===== src/rtl/mem_wb_stage_if.sv =====
// Data-memory request/acknowledge bus between the MEM stage and a variable-latency data memory.
interface mem_wb_stage_if #(
  parameter int ADDR_W = 14
) ();
  logic              req;
  logic              we;
  logic [ADDR_W-1:0] addr;
  logic [31:0]       wdata;
  logic [31:0]       rdata;
  logic              ack;

  modport master (output req, we, addr, wdata, input rdata, ack);
  modport slave  (input req, we, addr, wdata, output rdata, ack);
endinterface


===== src/rtl/mem_wb_stage.sv =====
// Memory-access stage plus MEM/WB pipeline register: issues loads/stores over a req/ack bus,
// stalls upstream while an access is outstanding, and aborts accesses that never complete.
module mem_wb_stage #(
  parameter int ADDR_W   = 14,
  parameter int MAX_WAIT = 15
) (
  input  logic                 clk,
  input  logic                 rst_n,
  input  logic                 RegWrite_i,
  input  logic                 MemtoReg_i,
  input  logic                 MemRead_i,
  input  logic                 MemWrite_i,
  input  logic                 Branch_i,
  input  logic [31:0]          ALUResult_i,
  input  logic [31:0]          rdata2_i,
  input  logic [13:0]          addr_jump_i,
  input  logic [4:0]           rd_i,
  mem_wb_stage_if.master       dmem,
  output logic                 stall_o,
  output logic                 PCSrc_o,
  output logic [13:0]          addr_jump_o,
  output logic                 RegWrite_o,
  output logic                 MemtoReg_o,
  output logic [31:0]          ReadData_o,
  output logic [31:0]          ALUResult_o,
  output logic [4:0]           rd_o,
  output logic                 err_o
);

  typedef enum logic {IDLE, WAIT} state_t;

  state_t      state, state_next;
  logic [7:0]  wait_cnt;
  logic        memop;
  logic        timeout;

  assign memop       = MemRead_i | MemWrite_i;
  assign timeout     = (state == WAIT) && !dmem.ack && (wait_cnt == 8'(MAX_WAIT - 1));
  assign PCSrc_o     = Branch_i;
  assign addr_jump_o = addr_jump_i;

  always_comb begin
    state_next = state;
    stall_o    = 1'b0;
    case (state)
      IDLE: begin
        if (memop) begin
          stall_o    = 1'b1;
          state_next = WAIT;
        end
      end
      WAIT: begin
        if (dmem.ack || timeout) state_next = IDLE;
        else                     stall_o    = 1'b1;
      end
      default: state_next = IDLE;
    endcase
  end

  always_ff @(posedge clk or negedge rst_n) begin
    if (!rst_n) state <= IDLE;
    else        state <= state_next;
  end

  // Bus registers and MEM/WB register; a stalled cycle pushes a bubble into write-back.
  always_ff @(posedge clk or negedge rst_n) begin
    if (!rst_n) begin
      wait_cnt    <= '0;
      dmem.req    <= 1'b0;
      dmem.we     <= 1'b0;
      dmem.addr   <= '0;
      dmem.wdata  <= '0;
      RegWrite_o  <= 1'b0;
      MemtoReg_o  <= 1'b0;
      ReadData_o  <= '0;
      ALUResult_o <= '0;
      rd_o        <= '0;
      err_o       <= 1'b0;
    end else begin
      err_o <= 1'b0;
      case (state)
        IDLE: begin
          if (memop) begin
            dmem.req    <= 1'b1;
            dmem.we     <= MemWrite_i;
            dmem.addr   <= ALUResult_i[ADDR_W+1:2];
            dmem.wdata  <= rdata2_i;
            wait_cnt    <= '0;
            RegWrite_o  <= 1'b0;
            MemtoReg_o  <= 1'b0;
            ReadData_o  <= '0;
            ALUResult_o <= '0;
            rd_o        <= '0;
          end else begin
            RegWrite_o  <= RegWrite_i;
            MemtoReg_o  <= MemtoReg_i;
            ReadData_o  <= '0;
            ALUResult_o <= ALUResult_i;
            rd_o        <= rd_i;
          end
        end
        WAIT: begin
          if (dmem.ack) begin
            dmem.req    <= 1'b0;
            RegWrite_o  <= RegWrite_i;
            MemtoReg_o  <= MemtoReg_i;
            ReadData_o  <= dmem.we ? 32'h0 : dmem.rdata;
            ALUResult_o <= ALUResult_i;
            rd_o        <= rd_i;
          end else if (timeout) begin
            // An abandoned access must never commit a register write.
            dmem.req    <= 1'b0;
            err_o       <= 1'b1;
            RegWrite_o  <= 1'b0;
            MemtoReg_o  <= MemtoReg_i;
            ReadData_o  <= '0;
            ALUResult_o <= ALUResult_i;
            rd_o        <= rd_i;
          end else begin
            wait_cnt    <= wait_cnt + 8'd1;
            RegWrite_o  <= 1'b0;
            MemtoReg_o  <= 1'b0;
            ReadData_o  <= '0;
            ALUResult_o <= '0;
            rd_o        <= '0;
          end
        end
        default: ;
      endcase
    end
  end

endmodule


===== src/flat_wrapper.sv =====
// flat-port wrapper written by rule: the top's interface ports become plain ports
module mem_wb_stage_flat 
#(
  parameter int ADDR_W   = 14,
  parameter int MAX_WAIT = 15
)
  (clk, rst_n, RegWrite_i, MemtoReg_i, MemRead_i, MemWrite_i, Branch_i, ALUResult_i, rdata2_i, addr_jump_i, rd_i, stall_o, PCSrc_o, addr_jump_o, RegWrite_o, MemtoReg_o, ReadData_o, ALUResult_o, rd_o, err_o, dmem_req, dmem_we, dmem_addr, dmem_wdata, dmem_rdata, dmem_ack);
  mem_wb_stage_if #(.ADDR_W(ADDR_W)) dmem_i ();
  input  logic clk;
  input  logic rst_n;
  input  logic RegWrite_i;
  input  logic MemtoReg_i;
  input  logic MemRead_i;
  input  logic MemWrite_i;
  input  logic Branch_i;
  input  logic [31:0] ALUResult_i;
  input  logic [31:0] rdata2_i;
  input  logic [13:0] addr_jump_i;
  input  logic [4:0] rd_i;
  output logic stall_o;
  output logic PCSrc_o;
  output logic [13:0] addr_jump_o;
  output logic RegWrite_o;
  output logic MemtoReg_o;
  output logic [31:0] ReadData_o;
  output logic [31:0] ALUResult_o;
  output logic [4:0] rd_o;
  output logic err_o;
  output wire logic [$bits(dmem_i.req)-1:0] dmem_req;
  output wire logic [$bits(dmem_i.we)-1:0] dmem_we;
  output wire logic [$bits(dmem_i.addr)-1:0] dmem_addr;
  output wire logic [$bits(dmem_i.wdata)-1:0] dmem_wdata;
  input wire logic [$bits(dmem_i.rdata)-1:0] dmem_rdata;
  input wire logic [$bits(dmem_i.ack)-1:0] dmem_ack;
  assign dmem_req = dmem_i.req;
  assign dmem_we = dmem_i.we;
  assign dmem_addr = dmem_i.addr;
  assign dmem_wdata = dmem_i.wdata;
  assign dmem_i.rdata = dmem_rdata;
  assign dmem_i.ack = dmem_ack;
  mem_wb_stage #(.ADDR_W(ADDR_W), .MAX_WAIT(MAX_WAIT)) u_core (.clk(clk), .rst_n(rst_n), .RegWrite_i(RegWrite_i), .MemtoReg_i(MemtoReg_i), .MemRead_i(MemRead_i), .MemWrite_i(MemWrite_i), .Branch_i(Branch_i), .ALUResult_i(ALUResult_i), .rdata2_i(rdata2_i), .addr_jump_i(addr_jump_i), .rd_i(rd_i), .dmem(dmem_i), .stall_o(stall_o), .PCSrc_o(PCSrc_o), .addr_jump_o(addr_jump_o), .RegWrite_o(RegWrite_o), .MemtoReg_o(MemtoReg_o), .ReadData_o(ReadData_o), .ALUResult_o(ALUResult_o), .rd_o(rd_o), .err_o(err_o));
endmodule

===== config.mk =====
export PLATFORM = sky130hd
export DESIGN_NAME = mem_wb_stage_flat
export DESIGN_NICKNAME = d
export VERILOG_FILES = /design/src/rtl/mem_wb_stage_if.sv /design/src/rtl/mem_wb_stage.sv /design/src/flat_wrapper.sv
export SDC_FILE = /design/constraint.sdc
export NUM_CORES = 1
export LEC_CHECK = 0
export BUFFER_PORTS_ARGS = -buffer_cell sky130_fd_sc_hd__clkbuf_2
export CAP_MARGIN = 30
export CORE_MARGIN = 10
export CORE_UTILIZATION = 40
export CTS_CLUSTER_DIAMETER = 40
export DETAILED_ROUTE_END_ITERATION = 7
export PLACE_DENSITY = 0.72
export SYNTH_ARGS = -nofsm -noshare
export SYNTH_HDL_FRONTEND = slang
export SYNTH_SLANG_ARGS = --single-unit
export TNS_END_PERCENT = 5

===== constraint.sdc =====
create_clock -name clk -period 4.3 [get_ports clk]
set_input_delay 1.29 -clock clk [delete_from_list [all_inputs] [get_ports clk]]
set_output_delay 1.29 -clock clk [all_outputs]
set_load 0.02 [all_outputs]

Word level (Yosys, flattened, before mapping). Cells that the tools add are included.

$add $sub $neg: 1. $mul: 0. Divide/modulo/power cells: 0. $lt $le $gt $ge: 0. Equality and inequality tests: 5. Shift operators: 0. Muxes and demuxes: 32. Bitwise operators: 2. Reduce and logical (&&, ||, !) cells: 7.

Operators with widths (number): 2-to-1 mux 32 bit (5); one-hot mux 32 bit (2 select lines) (2); 2-to-1 mux 8 bit (3); one-hot mux 8 bit (2 select lines) (1); 2-to-1 mux 5 bit (3); 2-to-1 mux 1 bit (13); one-hot mux 5 bit (2 select lines) (1); adder 8 x 1 -> 8 bit, second input constant (1); equality test 8 x 4 -> 1 bit, second input constant (1); one-hot mux 1 bit (2 select lines) (4); inequality test 2 bit, second input constant (2); AND reduction 2 bit (2); inequality test 3 bit, second input constant (1); AND reduction 3 bit (1); logical AND 1 bit (2); inequality test 2 x 1 -> 1 bit, second input constant (1); logical NOT 1 bit (1); logical OR 1 bit (1); inverter 1 bit (1); OR 1 bit (1).

Register bits after elaboration: 129. Latch bits: 0. RAM bits: 0. Bits in read-only memories: 0. Input port bits: 123. Output and inout bits: 136. Logic and storage cells: 59. Memories kept: 0.

Longest topological paths before layout.
Word-level depth: 6. Gate-level depth with buffers: 7. Mapped depth without buffers: 6.

Worst setup path after synthesis. Ideal clock, no wire load.

Path type: input to output. From: in dmem_ack. To: out stall_o. Arrival time: 1973 ps. Data required time: 3010 ps. Path slack: 1037 ps. Cell stages on the path: 4. Buffers on the path: 1. Cells stage by stage: nand2b_1 > a21o_1 > buf_6 > nand2_1.

Word-level cells in the longest chain between the ends: 6.

RTL lines: start, declared (line flat_wrapper.sv:34) `input wire logic [$bits(dmem_i.ack)-1:0] dmem_ack;`; logical NOT 1 bit (line mem_wb_stage.sv:38) `assign timeout = (state == WAIT) && !dmem.ack && (wait_cnt == 8'(MAX_WAIT - 1));`; logical AND 1 bit (2 in series) (line mem_wb_stage.sv:38); logical OR 1 bit (*) (line mem_wb_stage.sv:53) `if (dmem.ack || timeout) state_next = IDLE;`; 2-to-1 mux 1 bit (*) (line mem_wb_stage.sv:53); one-hot mux 1 bit (2 select lines) (*) (line mem_wb_stage.sv:45) `case (state)`; end, declared (line flat_wrapper.sv:20) `output logic stall_o;`.

Mark *: on every way between the ends. The rest lies on a longest branch, timed or not.

Final worst setup path.
From: in MemWrite_i. To: out stall_o.

Word-level cells in the longest chain between the ends: 3.

RTL lines: start, declared (line flat_wrapper.sv:14) `input logic MemWrite_i;`; OR 1 bit (line mem_wb_stage.sv:37) `assign memop = MemRead_i | MemWrite_i;`; 2-to-1 mux 1 bit (line mem_wb_stage.sv:47) `if (memop) begin`; one-hot mux 1 bit (2 select lines) (line mem_wb_stage.sv:45).

No other way between the ends.

==> results.toml <==
[outcome]
outcome = "finished, final reports clean"

[worst_hold_path]
min_path_type = "reg2reg"
min_path_cells = 2
min_to = "u_core.dmem.wdata[17]"
worstHoldStart = "u_core.dmem.wdata[17]"

[sta]
worst_slack_ns = 0.944
relSlewSlack_pct = 44.3
hold_viol = 0
hold_slack_ns = 0.469
fmax_mhz = 298
fin_crit_ns = 3.36
drv_slew = 0
clock_skew_ns = 0.00639
finalCritPeriodShare_pct = 78.0
finalSetupTns_ns = 0
rsz0062_at_grt = "no"
tightest_slew_ns = 0.836
setup_viol = 0

[clocking]
cts_buffers = 17
ctsHtreeMaxLevel = 4
cts_resized = 0
clkLatencyLatePin_ns = 0.41
clk_path_buf_depth = 2
cts_root_buf = "clkbuf_16"
cts_setup_buffers = 0
ctsHoldBuffers = 0
cts.clk_slew.worst_paths_ns = 0.05
cts_tree = "done"
clock_sinks = 129

[drt]
drt_wl_total_um = 12900
antenna_left = 0
drt_pre_antenna_iters = 4
via_per_inst = 4.67
detail_route.wl_per_cell_um = 16.3
num_vias = 3707
drtIter0Drc = 202
drc = 0

[cells_and_area]
nets = 763
finalInstanceArea_um2 = 6460
diodes = 0
layout-drive-gt1-share_pct = 40.6
postLayoutCoreUtil_pct = 56.3
areaGrowthSynthToFinish_pct = 37.1
stdcell_count = 793
nFillCells = 1011

[die]
dieArea_um2 = 16500
die_y_um = 128
row_count = 39
initial_core_util_pct = 41.1
core_um2 = 11500
num_io_pins = 259
die_w_um = 128

[yosys]
ys_top_cells_by_count = "nand2_1, dfrtp_1, and3_1, and2_1, buf_4"
syn_area_um2 = 4710
yosysSeqAreaShare_pct = 68.6
synth_nets = 548
synthFlopType = "dfrtp_1"
synth_top_area_share_pct = 68.6
synth-async-reset-ratio_pct = 100
syn_inst = 423
yosysMostFrequentCell = "nand2_1"
synth_seq_cells = 129
postSynthAreaPerCell_um2 = 11.1
post-synth-top-area-cell = "dfrtp_1"
yosys.cell_types.count = 30
synth_warnings = 0
synth_area_leaders = "dfrtp_1, nand2_1, and3_1"
synth_edf_count = 0

[placement]
place_inst = 762
dpl_cell_area_um2 = 5890
dp_slack_ns = 0.915
port_buffers = 228
dp_hpwl_um = 9750
gp_congestion = 0.828

[global_route]
grt_pass1_vias = 4005
grt_pass1_wl_um = 20800
grt_max_degree = 93
track_usage_pct = 15.8
grt.overflow.total = 0
antenna_found_initial = 0

[critical_path]
critical_path_class = "in2out"
worstSetupEndpointType = "output pin"
cpPeakStageDelay_ns = 0.26
rr_worst_depth = 7
rrSetupSlack_ns = 2.40
worstPathCellList = "clkbuf_2 > nor2_1 > or2_2 > nand2_1 > clkbuf_2"
startpoint_type = "primary input"
r2r_end = "u_core.wait_cnt[6]"
cp_common_cell = "clkbuf_2"
crit_slowest_cell = "nor2_1"
worst-path-buf-inv = 2
cp.arrival_ns = 2.07
crit_family = "simple AND/OR/NAND/NOR gates"
crit_fanout = 3
r2r-start = "u_core.wait_cnt[0]"
crit_path_start = "MemWrite_i"
worstPathRequired_ns = 3.01

[power_and_ir_drop]
ir_drop_uv = 387
p_leak_nw = 3.78
pwr_density_cell_nw_per_um2 = 620
power.total_mw = 4.00

[flow_run]
maxCapViolations = 0
## state kept, by name, summed over array words and instances (netlist names)
signal	flops
u_core.ALUResult_o	32
u_core.state	1
u_core.RegWrite_o	1
u_core.MemtoReg_o	1
u_core.rd_o	5
u_core.dmem.req	1
u_core.dmem.wdata	32
u_core.err_o	1
u_core.dmem.we	1
u_core.ReadData_o	32
u_core.dmem.addr	14
u_core.wait_cnt	8
## per-layer routing
metal | part of all wire, % | wire length [um] | up-vias | GRT usage (%)
met3 | 12 | 1560 | 34 | 8.38
met2 | 48 | 6190 | 169 | 25.4
li1 | - | - | 1760 | -
met5 | 0 | 0 | - | 0
met1 | 38 | 4860 | 1744 | 17.0
met4 | 2.5 | 326 | 0 | 7.14
## worst max path at each step
stage,end,depth (start not counted)
2_1_floorplan,stall_o,4
3_3_place_gp,stall_o,5
3_5_place_dp,stall_o,5
4_1_cts,stall_o,5
5_1_grt,stall_o,5
6_report,stall_o,5
## cells by family (layout without fill, tap and decap cells)
kind of cell / Yosys count / count (layout) / synth area share (%)
adder cells (fa/ha/maj): 2 / 2 / 0.531
flip-flops: 129 / 129 / 68.6
buffers and inverters: 40 / 267 / 4.78
AND/OR/NAND/NOR: 236 / 236 / 23.6
multiplexers: 3 / 3 / 0.664
AO/OA/AOI/OAI: 13 / 13 / 1.83
## worst register-to-register path: stages, from the launching register on
cell,delay (ns)
dfrtp_1,0.42
inv_1,0.06
ha_1,0.21
nor4b_2,0.16
a21o_1,0.17
buf_4,0.26
or3_1,0.39
a21oi_1,0.15
## final cells by class
type | instances | area [um^2] | area share [%]
clock buffers | 25 | 485 | 7.52
clock inverters | 6 | 80.1 | 1.24
inverters | 2 | 7.51 | 0.116
multi-input cells | 254 | 1260 | 19.6
flip-flops and latches | 129 | 3230 | 50.0
well taps | 143 | 179 | 2.77
repair buffers | 234 | 1210 | 18.8
## where the power goes
part	total [mW]	switching (mW)	internal, mW
Combinational	1.04	0.703	0.339
Clock	1.37	0.480	0.892
Sequential	1.59	0.125	1.46
Total	4.00	1.31	2.70
## cells in the final DEF (no fill, tap or decap)
cell / n
clkbuf_2: 227
nand2_1: 147
dfrtp_1: 129
and3_1: 39
and2_1: 32
clkbuf_16: 17
clkbuf_1: 5
buf_4: 5
clkinv_2: 4
or3_1: 3
o21ai_0: 3
a21oi_1: 3
nand3_1: 3
clkbuf_8: 3
inv_1: 2
nor2_1: 2
nand2b_1: 2
a21o_1: 2
o311ai_1: 2
o41ai_1: 2
mux2i_1: 2
ha_1: 2
bufinv_16: 2
buf_12: 2
or2_2: 1
nor4b_2: 1
and3b_1: 1
nand4b_1: 1
nor3_1: 1
and4_1: 1
nor2_4: 1
nand4_1: 1
o22ai_1: 1
mux2_2: 1
No activity file was read; power rests on OpenSTA's default activity.
